<file path="config.mk">
export PLATFORM = sky130hd
export DESIGN_NAME = layer_timestep_sched_flat
export DESIGN_NICKNAME = d
export VERILOG_FILES = /design/src/rtl/layer_timestep_sched_pkg.sv /design/src/rtl/layer_timestep_sched_if.sv /design/src/rtl/layer_timestep_sched_counter_bank.sv /design/src/rtl/layer_timestep_sched.sv /design/src/flat_wrapper.sv
export SDC_FILE = /design/constraint.sdc
export NUM_CORES = 1
export LEC_CHECK = 0
export CAP_MARGIN = 30
export CELL_PAD_IN_SITES_DETAIL_PLACEMENT = 1
export CELL_PAD_IN_SITES_GLOBAL_PLACEMENT = 1
export CORE_MARGIN = 2
export CORE_UTILIZATION = 46
export DETAILED_ROUTE_END_ITERATION = 8
export DONT_BUFFER_PORTS = 1
export PLACE_DENSITY = 0.88
export SYNTH_ARGS = -nofsm -noshare
export SYNTH_HDL_FRONTEND = slang
export SYNTH_SLANG_ARGS = --single-unit
</file>
<file path="constraint.sdc">
create_clock -name clk -period 2.3 [get_ports clk]
set_input_delay 0.46 -clock clk [delete_from_list [all_inputs] [get_ports clk]]
set_output_delay 0.46 -clock clk [all_outputs]
set_load 0.005 [all_outputs]
</file>
<file path="src/rtl/layer_timestep_sched_pkg.sv">
// Shared types and defaults for the layer timestep scheduler.
package layer_timestep_sched_pkg;

  localparam int SCHED_SETTLE_DEFAULT = 3;
  localparam int SCHED_CLR_DEFAULT    = 2;
  localparam int SCHED_CNT_W          = 8;

  typedef logic [SCHED_CNT_W-1:0] spike_cnt_t;

  typedef enum logic [2:0] {
    SCHED_IDLE    = 3'd0,
    SCHED_CLEAR   = 3'd1,
    SCHED_WAIT_IN = 3'd2,
    SCHED_STIM    = 3'd3,
    SCHED_SETTLE  = 3'd4,
    SCHED_UPDATE  = 3'd5,
    SCHED_DONE    = 3'd6
  } sched_state_e;

endpackage

</file>
<file path="src/rtl/layer_timestep_sched_if.sv">
// Input-frame and count-readout handshakes of the timestep scheduler.
interface layer_timestep_sched_if #(
  parameter int INPUT_COUNT  = 16,
  parameter int NEURON_COUNT = 8,
  parameter int CNT_W        = 8
);
  logic             in_valid;
  logic             in_ready;
  logic             in_spikes [INPUT_COUNT];
  logic             out_valid;
  logic             out_ready;
  logic [CNT_W-1:0] spike_count [NEURON_COUNT];

  modport master (
    output in_valid, in_spikes, out_ready,
    input  in_ready, out_valid, spike_count
  );

  modport slave (
    input  in_valid, in_spikes, out_ready,
    output in_ready, out_valid, spike_count
  );
endinterface

</file>
<file path="src/rtl/layer_timestep_sched_counter_bank.sv">
// Per-neuron saturating spike counters, cleared at window start.
module spike_counter_bank #(
  parameter int NEURON_COUNT = 8,
  parameter int CNT_W        = 8
) (
  input  logic             clk,
  input  logic             rst,
  input  logic             clr,
  input  logic             inc_en,
  input  logic             hit   [NEURON_COUNT],
  output logic [CNT_W-1:0] count [NEURON_COUNT]
);
  localparam logic [CNT_W-1:0] CNT_MAX = '1;

  logic [CNT_W-1:0] count_q [NEURON_COUNT];
  logic [CNT_W-1:0] count_d [NEURON_COUNT];

  for (genvar gi = 0; gi < NEURON_COUNT; gi++) begin : g_cnt
    always_comb begin
      count_d[gi] = count_q[gi];
      if (clr) begin
        count_d[gi] = '0;
      end else if (inc_en && hit[gi] && (count_q[gi] != CNT_MAX)) begin
        count_d[gi] = count_q[gi] + CNT_W'(1);
      end
    end

    always_ff @(posedge clk) begin
      if (rst) begin
        count_q[gi] <= '0;
      end else begin
        count_q[gi] <= count_d[gi];
      end
    end

    assign count[gi] = count_q[gi];
  end
endmodule

</file>
<file path="src/rtl/layer_timestep_sched.sv">
// Presents spike frames to a neuron layer one timestep at a time and
// accumulates per-neuron output spike counts over a programmable window.
module layer_timestep_sched
  import layer_timestep_sched_pkg::*;
#(
  parameter int INPUT_COUNT   = 16,
  parameter int NEURON_COUNT  = 8,
  parameter int SETTLE_CYCLES = SCHED_SETTLE_DEFAULT,
  parameter int CLR_CYCLES    = SCHED_CLR_DEFAULT,
  parameter int STEP_W        = 8,
  parameter int CNT_W         = SCHED_CNT_W
) (
  input  logic              clk,
  input  logic              rst,
  input  logic              start,
  input  logic [STEP_W-1:0] num_steps,
  output logic              busy,
  layer_timestep_sched_if.slave io,
  output logic              layer_spikes_o [INPUT_COUNT],
  input  logic              layer_spikes_i [NEURON_COUNT],
  output logic              layer_rst_n
);
  localparam logic [2:0] ST_IDLE    = 3'(SCHED_IDLE);
  localparam logic [2:0] ST_CLEAR   = 3'(SCHED_CLEAR);
  localparam logic [2:0] ST_WAIT_IN = 3'(SCHED_WAIT_IN);
  localparam logic [2:0] ST_STIM    = 3'(SCHED_STIM);
  localparam logic [2:0] ST_SETTLE  = 3'(SCHED_SETTLE);
  localparam logic [2:0] ST_UPDATE  = 3'(SCHED_UPDATE);
  localparam logic [2:0] ST_DONE    = 3'(SCHED_DONE);

  localparam int         PH_W        = 8;
  localparam logic [PH_W-1:0] CLR_LAST    = PH_W'(CLR_CYCLES - 1);
  localparam logic [PH_W-1:0] SETTLE_LAST = PH_W'(SETTLE_CYCLES - 1);

  logic [2:0]        state_q, state_d;
  logic [PH_W-1:0]   phase_q, phase_d;
  logic [STEP_W-1:0] steps_q, steps_d;
  logic [STEP_W-1:0] step_cnt_q, step_cnt_d;
  logic [STEP_W-1:0] step_inc;
  logic              frame_q [INPUT_COUNT];
  logic              frame_d [INPUT_COUNT];
  logic              stim_q  [INPUT_COUNT];
  logic              stim_d  [INPUT_COUNT];
  logic              hit_q   [NEURON_COUNT];
  logic              hit_d   [NEURON_COUNT];
  logic [CNT_W-1:0]  count_w [NEURON_COUNT];

  assign step_inc = step_cnt_q + STEP_W'(1);

  always_comb begin
    state_d    = state_q;
    phase_d    = phase_q;
    steps_d    = steps_q;
    step_cnt_d = step_cnt_q;
    frame_d    = frame_q;
    hit_d      = hit_q;
    for (int i = 0; i < INPUT_COUNT; i++) stim_d[i] = 1'b0;

    case (state_q)
      ST_IDLE: begin
        if (start) begin
          steps_d = num_steps;
          phase_d = '0;
          state_d = ST_CLEAR;
        end
      end
      ST_CLEAR: begin
        step_cnt_d = '0;
        for (int n = 0; n < NEURON_COUNT; n++) hit_d[n] = 1'b0;
        phase_d = phase_q + PH_W'(1);
        if (phase_q == CLR_LAST) begin
          phase_d = '0;
          state_d = (steps_q == '0) ? ST_DONE : ST_WAIT_IN;
        end
      end
      ST_WAIT_IN: begin
        if (io.in_valid) begin
          frame_d = io.in_spikes;
          state_d = ST_STIM;
        end
      end
      ST_STIM: begin
        phase_d = '0;
        state_d = ST_SETTLE;
      end
      ST_SETTLE: begin
        // Repeated firing within one settle window collapses into a single hit.
        for (int n = 0; n < NEURON_COUNT; n++) hit_d[n] = hit_q[n] | layer_spikes_i[n];
        phase_d = phase_q + PH_W'(1);
        if (phase_q == SETTLE_LAST) begin
          phase_d = '0;
          state_d = ST_UPDATE;
        end
      end
      ST_UPDATE: begin
        for (int n = 0; n < NEURON_COUNT; n++) hit_d[n] = 1'b0;
        step_cnt_d = step_inc;
        state_d    = (step_inc == steps_q) ? ST_DONE : ST_WAIT_IN;
      end
      ST_DONE: begin
        if (io.out_ready) state_d = ST_IDLE;
      end
      default: state_d = ST_IDLE;
    endcase

    // Registered stimulus: the frame is on the layer input only during STIM.
    if (state_d == ST_STIM) stim_d = frame_d;
  end

  always_ff @(posedge clk) begin
    if (rst) begin
      state_q    <= ST_IDLE;
      phase_q    <= '0;
      steps_q    <= '0;
      step_cnt_q <= '0;
      for (int i = 0; i < INPUT_COUNT; i++) begin
        frame_q[i] <= 1'b0;
        stim_q[i]  <= 1'b0;
      end
      for (int n = 0; n < NEURON_COUNT; n++) hit_q[n] <= 1'b0;
    end else begin
      state_q    <= state_d;
      phase_q    <= phase_d;
      steps_q    <= steps_d;
      step_cnt_q <= step_cnt_d;
      frame_q    <= frame_d;
      stim_q     <= stim_d;
      hit_q      <= hit_d;
    end
  end

  spike_counter_bank #(
    .NEURON_COUNT (NEURON_COUNT),
    .CNT_W        (CNT_W)
  ) u_counters (
    .clk    (clk),
    .rst    (rst),
    .clr    (state_q == ST_CLEAR),
    .inc_en (state_q == ST_UPDATE),
    .hit    (hit_q),
    .count  (count_w)
  );

  assign io.spike_count = count_w;
  assign io.in_ready    = (state_q == ST_WAIT_IN);
  assign io.out_valid   = (state_q == ST_DONE);
  assign busy           = (state_q != ST_IDLE);
  assign layer_rst_n    = !rst && (state_q != ST_CLEAR);
  assign layer_spikes_o = stim_q;
endmodule

</file>
<file path="src/flat_wrapper.sv">
// flat-port wrapper written by rule: the top's interface ports become plain ports
module layer_timestep_sched_flat import layer_timestep_sched_pkg::*;
#(
  parameter int INPUT_COUNT   = 16,
  parameter int NEURON_COUNT  = 8,
  parameter int SETTLE_CYCLES = SCHED_SETTLE_DEFAULT,
  parameter int CLR_CYCLES    = SCHED_CLR_DEFAULT,
  parameter int STEP_W        = 8,
  parameter int CNT_W         = SCHED_CNT_W
)
  (clk, rst, start, num_steps, busy, layer_spikes_o, layer_spikes_i, layer_rst_n, io_in_valid, io_in_spikes, io_out_ready, io_in_ready, io_out_valid, io_spike_count);
  layer_timestep_sched_if #(.INPUT_COUNT(INPUT_COUNT), .NEURON_COUNT(NEURON_COUNT), .CNT_W(CNT_W)) io_i ();
  input  logic clk;
  input  logic rst;
  input  logic start;
  input  logic [STEP_W-1:0] num_steps;
  output logic busy;
  output logic layer_spikes_o[INPUT_COUNT];
  input  logic layer_spikes_i[NEURON_COUNT];
  output logic layer_rst_n;
  input wire logic [$bits(io_i.in_valid)-1:0] io_in_valid;
  input wire logic [$bits(io_i.in_spikes)-1:0] io_in_spikes;
  input wire logic [$bits(io_i.out_ready)-1:0] io_out_ready;
  output wire logic [$bits(io_i.in_ready)-1:0] io_in_ready;
  output wire logic [$bits(io_i.out_valid)-1:0] io_out_valid;
  output wire logic [$bits(io_i.spike_count)-1:0] io_spike_count;
  assign io_i.in_valid = io_in_valid;
  assign io_i.in_spikes = {>>{io_in_spikes}};
  assign io_i.out_ready = io_out_ready;
  assign io_in_ready = io_i.in_ready;
  assign io_out_valid = io_i.out_valid;
  assign io_spike_count = {>>{io_i.spike_count}};
  layer_timestep_sched #(.INPUT_COUNT(INPUT_COUNT), .NEURON_COUNT(NEURON_COUNT), .SETTLE_CYCLES(SETTLE_CYCLES), .CLR_CYCLES(CLR_CYCLES), .STEP_W(STEP_W), .CNT_W(CNT_W)) u_core (.clk(clk), .rst(rst), .start(start), .num_steps(num_steps), .busy(busy), .io(io_i), .layer_spikes_o(layer_spikes_o), .layer_spikes_i(layer_spikes_i), .layer_rst_n(layer_rst_n));
endmodule
</file>
==> results of run 1 <==
==> cells by family (layout without fill, tap and decap cells) <==
family | Yosys count | in the layout | share of synthesized area
adder cells (fa/ha/maj) | 12 | 12 | 0.0268
AO/OA/AOI/OAI | 86 | 86 | 0.0939
flip-flops | 131 | 131 | 0.469
XOR/XNOR | 56 | 56 | 0.0877
multiplexers | 25 | 25 | 0.0447
AND/OR/NAND/NOR | 298 | 298 | 0.242
buffers and inverters | 50 | 75 | 0.0360
==> flip-flops by register name, summed over array words and instances, names as in the netlist <==
register                   flops
u_core.layer_spikes_o         16
u_core.hit_q                   8
u_core.step_cnt_q              8
u_core.frame_q                16
u_core.state_q                 3
u_core.phase_q                 8
u_core.steps_q                 8
u_core.u_counters.count_q     64
==> worst max-delay path: stages, from the launching register on <==
cell and delay (ns):
dfxtp_1 0.42, ha_1 0.17, or3b_2 0.45, or2_4 0.27, a221oi_4 0.28, nand2_2 0.26, nor2_1 0.19
==> per-stage QoR <==
stage	setup WS (ns)	util	total power [mW]	instance area (sq um)	std cells
floorplan	0.193	-	2.81	5600	658
global placement	0.296	0.486	2.92	5810	799
detailed placement	0.124	0.486	2.96	5810	799
CTS	0.131	0.539	5.85	6450	830
global route	0.0130	0.539	6.03	6450	830
finish	0.186	0.539	5.79	6450	830
==> final cells by class <==
class | count | area, sq um | share of cell area
inverter | 26 | 97.6 | 0.0151
clock buffer | 22 | 484 | 0.0751
tap | 147 | 184 | 0.0285
clock inverter | 9 | 151 | 0.0235
sequential | 131 | 2620 | 0.407
timing repair buffer | 18 | 135 | 0.0210
multi-input combinational | 477 | 2770 | 0.430
==> power breakdown <==
group / internal, mW / leakage, nW / switching [mW]
clock: 1.92 / 0.312 / 0.966
sequential: 2.33 / 1.06 / 0.0654
combinational: 0.188 / 0.871 / 0.329
total: 4.43 / 2.24 / 1.36
==> routing by layer <==
metal | GRT usage | up-vias
li1 | - | 2261
met1 | 0.255 | 2273
met2 | 0.409 | 123
met3 | 0.0778 | 24
met4 | 0.0870 | 0
met5 | 0 | -
==> worst paths after layout <==
path,start,end,slack (ns),depth (start not counted)
max,u_core.phase_q[0],u_core.layer_spikes_o[15],0.19,6
min,rst,u_core.steps_q[1],0.11,1
max reg2reg,u_core.phase_q[0],u_core.layer_spikes_o[15],0.19,6
min reg2reg,u_core.hit_q[5],u_core.hit_q[5],0.48,2
==> Yosys cell counts, types with 4 or more instances <==
cell type  count
a21o_1         4
a21oi_1       38
a31oi_1        8
buf_2          5
clkbuf_1      15
dfxtp_1      131
ha_1          12
inv_1         26
mux2i_1       25
nand2_1       52
nand2b_1       4
nand3_1       37
nand4_1        9
nor2_1       120
nor2b_1        4
nor3_1        39
nor4_1         5
o211ai_1       7
o21ai_0       19
or3_1         12
xnor2_1       43
xor2_1        13
==> results.ini, run 1 <==
[clock_tree]
hold_buffers = 0
postCtsSetupBuffers = 0
cts_buffers = 17
cts.sinks = 131
cts_tree = done
clk_latency_ns = 0.42
post_cts_resized = 0
max-clock-path-buffers = 2
htreeDepth = 4
clk_pin_slew_ns = 0.06
ctsRootBufferMaster = clkbuf_16

[synthesis]
synth_edf_count = 0
synth_flop_cell = dfxtp_1
yosys_register_bits = 131
ys_warn_count = 0
synth_cell_types = 41
synth_area_leaders = dfxtp_1 (47%), nor2_1 (8.1%), xnor2_1 (6.7%)
syn_area_sq_um = 5600
synth_top_area_cell = dfxtp_1
async_reset_ff_frac = 0
yosysSeqAreaShare = 0.469
synth.avg_cell_area_sq_um = 8.50
synth_top_cell_area_share = 0.469
netlist_instances = 658
synth_nets = 707

[global_routing]
grt_pass1_wl_mm = 23.7
antenna_found_initial = 0
grt.total_usage = 0.230
grt_pass1_vias = 4870
grt_max_degree = 44
overflow = 0

[detailed_routing]
finalWirelength_mm = 14.8
vias_per_cell = 5.64
met1_length_mm = 6.09
vias = 4681
highest-signal-layer = met4
antenna_left = 0
wl_per_cell_um = 17.8
drt_first_pass_iters = 4
drc = 0
dr_wl_met2_mm = 7.59
dr.first_iter.drc_count = 257
wl_met3_um = 814

[finish]
fillers = 1408
syn2layout_area_growth_pct = 15.2
layout_common_cells = dfxtp_1 (131), nor2_1 (120), nand2_1 (52), xnor2_1 (43), nor3_1 (39)
layout_commonest_cell = dfxtp_1
drive_gt1_frac = 0.0820
n_antenna_cell = 0
fin_nets = 720

[sta]
fin_crit_sh = 0.919
period_needed_ns = 2.11
slew_headroom = 0.488
hold_slack_ns = 0.115
report.final.slew_viol_count = 0
max_freq_mhz = 473
grt_setup_unrepaired = false
worstMarginPinSlew_ns = 0.765
skew_ns = 0.00570
setup_tns_ns = 0
hold_viol = 0
setup_viol = 0

[flow_run]
maxCapViolCount = 0

[die]
io_pins = 121
dieArea_sq_um = 13100
die_y_um = 114
fp-row-count = 40
coreArea_sq_um = 12000
start_util = 0.468
die_w_um = 114

[worst_setup_path]
start_kind = flop
cp_max_fo = 16
endpoint_kind = flop
path_class = flop to flop
required_ns = 2.64
arrival_ns = 2.46

[place]
gp_congestion = 0.843
io_buffer_count = 0
dpl.hpwl_mm = 10.2

[run_status]
status = finished, final reports clean

[power]
powerDensity_nw_per_um2 = 899
leakagePower_nw = 2.24
ir_drop_v = 0.000612

[worst_hold_path]
min_path_type = primary input to flop

Note: power is estimated with default switching activity, not from simulation.
==> run 2: changes to the inputs <==
- CORE_ASPECT_RATIO: default -> 1.75
- SLEW_MARGIN: default -> 0
==> run 2 against run 1 <==
Design area fell by 1.8%. Routed wire length up 2.2%. Largest cell class unchanged. Core utilization down 0.84 points. Sequential share of layout area rose by 0.73 points. Critical endpoint is now u_core.layer_spikes_o[14]. Fmax fell by 0.21%. Via count is 2.1% higher. Non-clock buffer count shrank 8.
==> results.ini, run 2 (same netlist as run 1, synthesis figures left out) <==
[clock_tree]
max-clock-path-buffers = 2
cts.sinks = 131
cts_buffers = 17
hold_buffers = 0
clk_latency_ns = 0.42
ctsRootBufferMaster = clkbuf_16
cts_tree = done
post_cts_resized = 1
htreeDepth = 4
clk_pin_slew_ns = 0.07
postCtsSetupBuffers = 0

[worst_hold_path]
min_path_type = primary input to flop

[place]
dpl.hpwl_mm = 10.7
gp_congestion = 0.835
place_area_sq_um = 5740
io_buffer_count = 0

[global_routing]
antenna_found_initial = 0
grt_pass1_vias = 5146
grt.total_usage = 0.237
overflow = 0
grt_max_degree = 44
grt_pass1_wl_mm = 24.5

[sta]
slew_headroom = 0.458
max_freq_mhz = 472
fin_crit_sh = 0.921
report.final.slew_viol_count = 0
hold_viol = 0
grt_setup_unrepaired = false
period_needed_ns = 2.12
worstMarginPinSlew_ns = 0.809
setup_viol = 0
setup_tns_ns = 0
skew_ns = 0.0113

[run_status]
status = finished, final reports clean

[worst_setup_path]
path_cells = ha_1, or3b_2, or2_4, a221oi_4, nand2_2, nor2_1
path_class = flop to flop
path_delay_family = simple AND/OR/NAND/NOR gates
max_stage_delay_ns = 0.46
required_ns = 2.65
arrival_ns = 2.46
endpoint_kind = flop
start_kind = flop
path_buf_inv = 0
cpMaxStageDelayCell = or3b_2
cp_max_fo = 16

[finish]
fin_nets = 712
layout_commonest_cell = dfxtp_1
top_register = u_core.u_counters.count_q
syn2layout_area_growth_pct = 13.2
layout_common_cells = dfxtp_1 (131), nor2_1 (120), nand2_1 (52), xnor2_1 (43), nor3_1 (39)
fin_area_sq_um = 6330
n_antenna_cell = 0
drive_gt1_frac = 0.0754
largest_register_ffs = 64

[power]
powerDensity_nw_per_um2 = 889
seqPwrFrac = 0.426
comb_power_share = 0.093
netSwitchingFraction = 0.280
leakagePower_nw = 2.18
power_switching_mw = 1.58
ir_drop_v = 0.000584
p_clk_frac = 0.481
internal-power_mw = 4.05

[die]
die_y_um = 150
coreArea_sq_um = 11900
fp-row-count = 53
dieArea_sq_um = 13100
die_w_um = 87.4
start_util = 0.469
io_pins = 121

[detailed_routing]
drt_first_pass_iters = 4
finalWirelength_mm = 15.1
wl_per_cell_um = 18.5
drc = 0
dr.first_iter.drc_count = 67
antenna_left = 0
vias_per_cell = 5.88
vias = 4777

[flow_run]
maxCapViolCount = 0

==> run 2: through the flow <==
stage	hold WS, ns	cells	setup WS [ns]	util	total power, mW
after floorplan	0.431	658	0.193	-	2.81
after global placement	0.457	781	0.297	0.481	2.92
after detailed placement	0.467	781	0.178	0.481	2.95
after CTS	0.0910	813	0.160	0.531	5.68
after global routing	0.0885	813	0.0357	0.531	5.83
final	0.110	813	0.182	0.531	5.63
==> run 2: worst register-to-register path, stage by stage (launching register included) <==
cell	delay, ns
dfxtp_1	0.44
ha_1	0.18
or3b_2	0.46
or2_4	0.27
a221oi_4	0.27
nand2_2	0.25
nor2_1	0.19
==> run 2: layout make-up <==
type,count,area (sq um)
fillers,1402,5600
multi-input cells,477,2780
flip-flops and latches,131,2620
clock buffers,17,425
well taps,137,171
clock inverters,15,164
inverters,26,97.6
repair buffers,10,75.1
==> run 2: power by group through the flow <==
stage / clock network (mW) / registers [mW] / logic (mW)
finish: 2.71 / 2.40 / 0.525
global route: 2.85 / 2.40 / 0.580
CTS: 2.76 / 2.39 / 0.526
detailed placement: 0 / 2.44 / 0.510
global placement: 0 / 2.44 / 0.480
floorplan: 0 / 2.42 / 0.394
==> run 2: per-layer routing <==
| metal | GRT usage | part of all wire | up-vias | routed length, um |
|---|---|---|---|---|
| li1 | - | - | 2256 | - |
| met1 | 0.216 | 0.35 | 2327 | 5290 |
| met2 | 0.452 | 0.55 | 147 | 8360 |
| met3 | 0.0728 | 0.057 | 47 | 860 |
| met4 | 0.123 | 0.038 | 0 | 577 |
| met5 | 0 | 0 | - | 0 |
==> run 2: final timing paths <==
kind	from	endpoint	slack [ns]	cells past startpoint
min reg2reg	u_core.hit_q[7]	u_core.hit_q[7]	0.48	2
min	rst	u_core.steps_q[5]	0.11	1
max	u_core.phase_q[0]	u_core.layer_spikes_o[14]	0.18	6
max reg2reg	u_core.phase_q[0]	u_core.layer_spikes_o[14]	0.18	6
==> run 3: changes to the inputs <==
- CORE_MARGIN: 2 -> 8
==> run 3 against run 2 <==
Sequential power about the same. Non-clock buffer count up 4. Sequential cell count unchanged. First-iteration DRC count up 72%. Core utilization down 0.12 points. Largest power group unchanged.
==> results.ini, run 3 (same netlist as run 1, synthesis figures left out) <==
[run_status]
status = finished, final reports clean

[clock_tree]
postCtsSetupBuffers = 0
clk_latency_ns = 0.41
htreeDepth = 4
hold_buffers = 0
post_cts_resized = 0
cts_buffers = 17
max-clock-path-buffers = 2
cts_tree = done
clk_pin_slew_ns = 0.06
ctsRootBufferMaster = clkbuf_16
cts.sinks = 131

[worst_setup_path]
cpMaxStageDelayCell = or3b_2
start_kind = flop
endpoint_kind = flop
required_ns = 2.64
arrival_ns = 2.49
max_stage_delay_ns = 0.46
path_class = flop to flop
path_cells = ha_1, or3b_2, or2_4, a221oi_4, nand2_2, nor2_1
cp_max_fo = 16

[global_routing]
overflow = 0
grt_pass1_vias = 5136
antenna_found_initial = 0
grt_max_degree = 44
grt_pass1_wl_mm = 25.3
grt.total_usage = 0.197

[sta]
grt_setup_unrepaired = false
finalWorstSetupSlack_ns = 0.156
worstMarginPinSlew_ns = 0.749
max_freq_mhz = 466
setup_viol = 0
fin_crit_sh = 0.932
skew_ns = 0.00904
hold_slack_ns = 0.127
hold_viol = 0
setup_tns_ns = 0
period_needed_ns = 2.14
report.final.slew_viol_count = 0
slew_headroom = 0.499

[detailed_routing]
vias = 4661
drt_first_pass_iters = 4
dr.first_iter.drc_count = 115
wl_per_cell_um = 19.3
finalWirelength_mm = 15.7
vias_per_cell = 5.71
drc = 0
antenna_left = 0

[finish]
layout_commonest_cell = dfxtp_1
top_register = u_core.u_counters.count_q
syn2layout_area_growth_pct = 12.9
fin_nets = 716
drive_gt1_frac = 0.0794
n_antenna_cell = 0
largest_register_ffs = 64
layout_common_cells = dfxtp_1 (131), nor2_1 (120), nand2_1 (52), xnor2_1 (43), nor3_1 (39)

[power]
finalPower_mw = 5.41
ir_drop_v = 0.000515
powerDensity_nw_per_um2 = 857
leakagePower_nw = 2.17

[die]
coreArea_sq_um = 11900
start_util = 0.469
dieArea_sq_um = 16100
die_y_um = 162
fp-row-count = 53
die_w_um = 99.4
io_pins = 121

[place]
place_ws_ns = 0.136
gp_congestion = 0.817
dpl.hpwl_mm = 11.4
io_buffer_count = 0

[flow_run]
maxCapViolCount = 0

[worst_hold_path]
min_path_type = primary input to flop

run 3: changes by cell type in the layout (fill, tap and decap cells not counted), sizes merged:
cell / before / now
bufinv: 1 / 0
clkinv: 2 / 4
buf: 10 / 14
clkinvlp: 2 / 5
inv: 36 / 30
clkbuf: 17 / 19
run 3: critical path, delay by kind of cell, from the launching register on:
family,cells,cell delay [ns]
simple gates,4,1.18
fa+ha+maj,1,0.18
compound gates,1,0.28
flops,1,0.43
run 3: stage by stage:
stage / util / instances / area, sq um
4_1_cts: 0.529 / 817 / 6310
6_report: 0.529 / 817 / 6320
3_5_place_dp: 0.483 / 785 / 5770
2_1_floorplan: - / 658 / 5600
3_3_place_gp: 0.483 / 785 / 5770
5_1_grt: 0.529 / 817 / 6320
run 3: per-layer routing:
| layer | wire length, um | GRT usage |
|---|---|---|
| met1 | 5400 | 0.169 |
| met2 | 8850 | 0.384 |
| met5 | 0 | 0 |
| met4 | 307 | 0.0866 |
| met3 | 1170 | 0.0763 |
run 3: worst paths after layout:
kind	start	endpoint	slack [ns]	depth (start not counted)
max	u_core.phase_q[0]	u_core.layer_spikes_o[13]	0.16	6
min	rst	u_core.phase_q[3]	0.13	1
min reg2reg	u_core.hit_q[2]	u_core.hit_q[2]	0.48	2
max reg2reg	u_core.phase_q[0]	u_core.layer_spikes_o[13]	0.16	6
run 3: area by class of cell:
cell class                 count  area, sq um
clock buffer                  19          443
clock inverter                13          103
fill                        1414         5620
inverter                      26         97.6
multi-input combinational    477         2780
sequential                   131         2620
tap                          137          171
timing repair buffer          14          105
run 3: where the power goes:
part	total (mW)	switching [mW]	internal [mW]
clock	2.51	1.09	1.42
combinational	0.501	0.321	0.180
sequential	2.40	0.0727	2.33
total	5.41	1.48	3.93
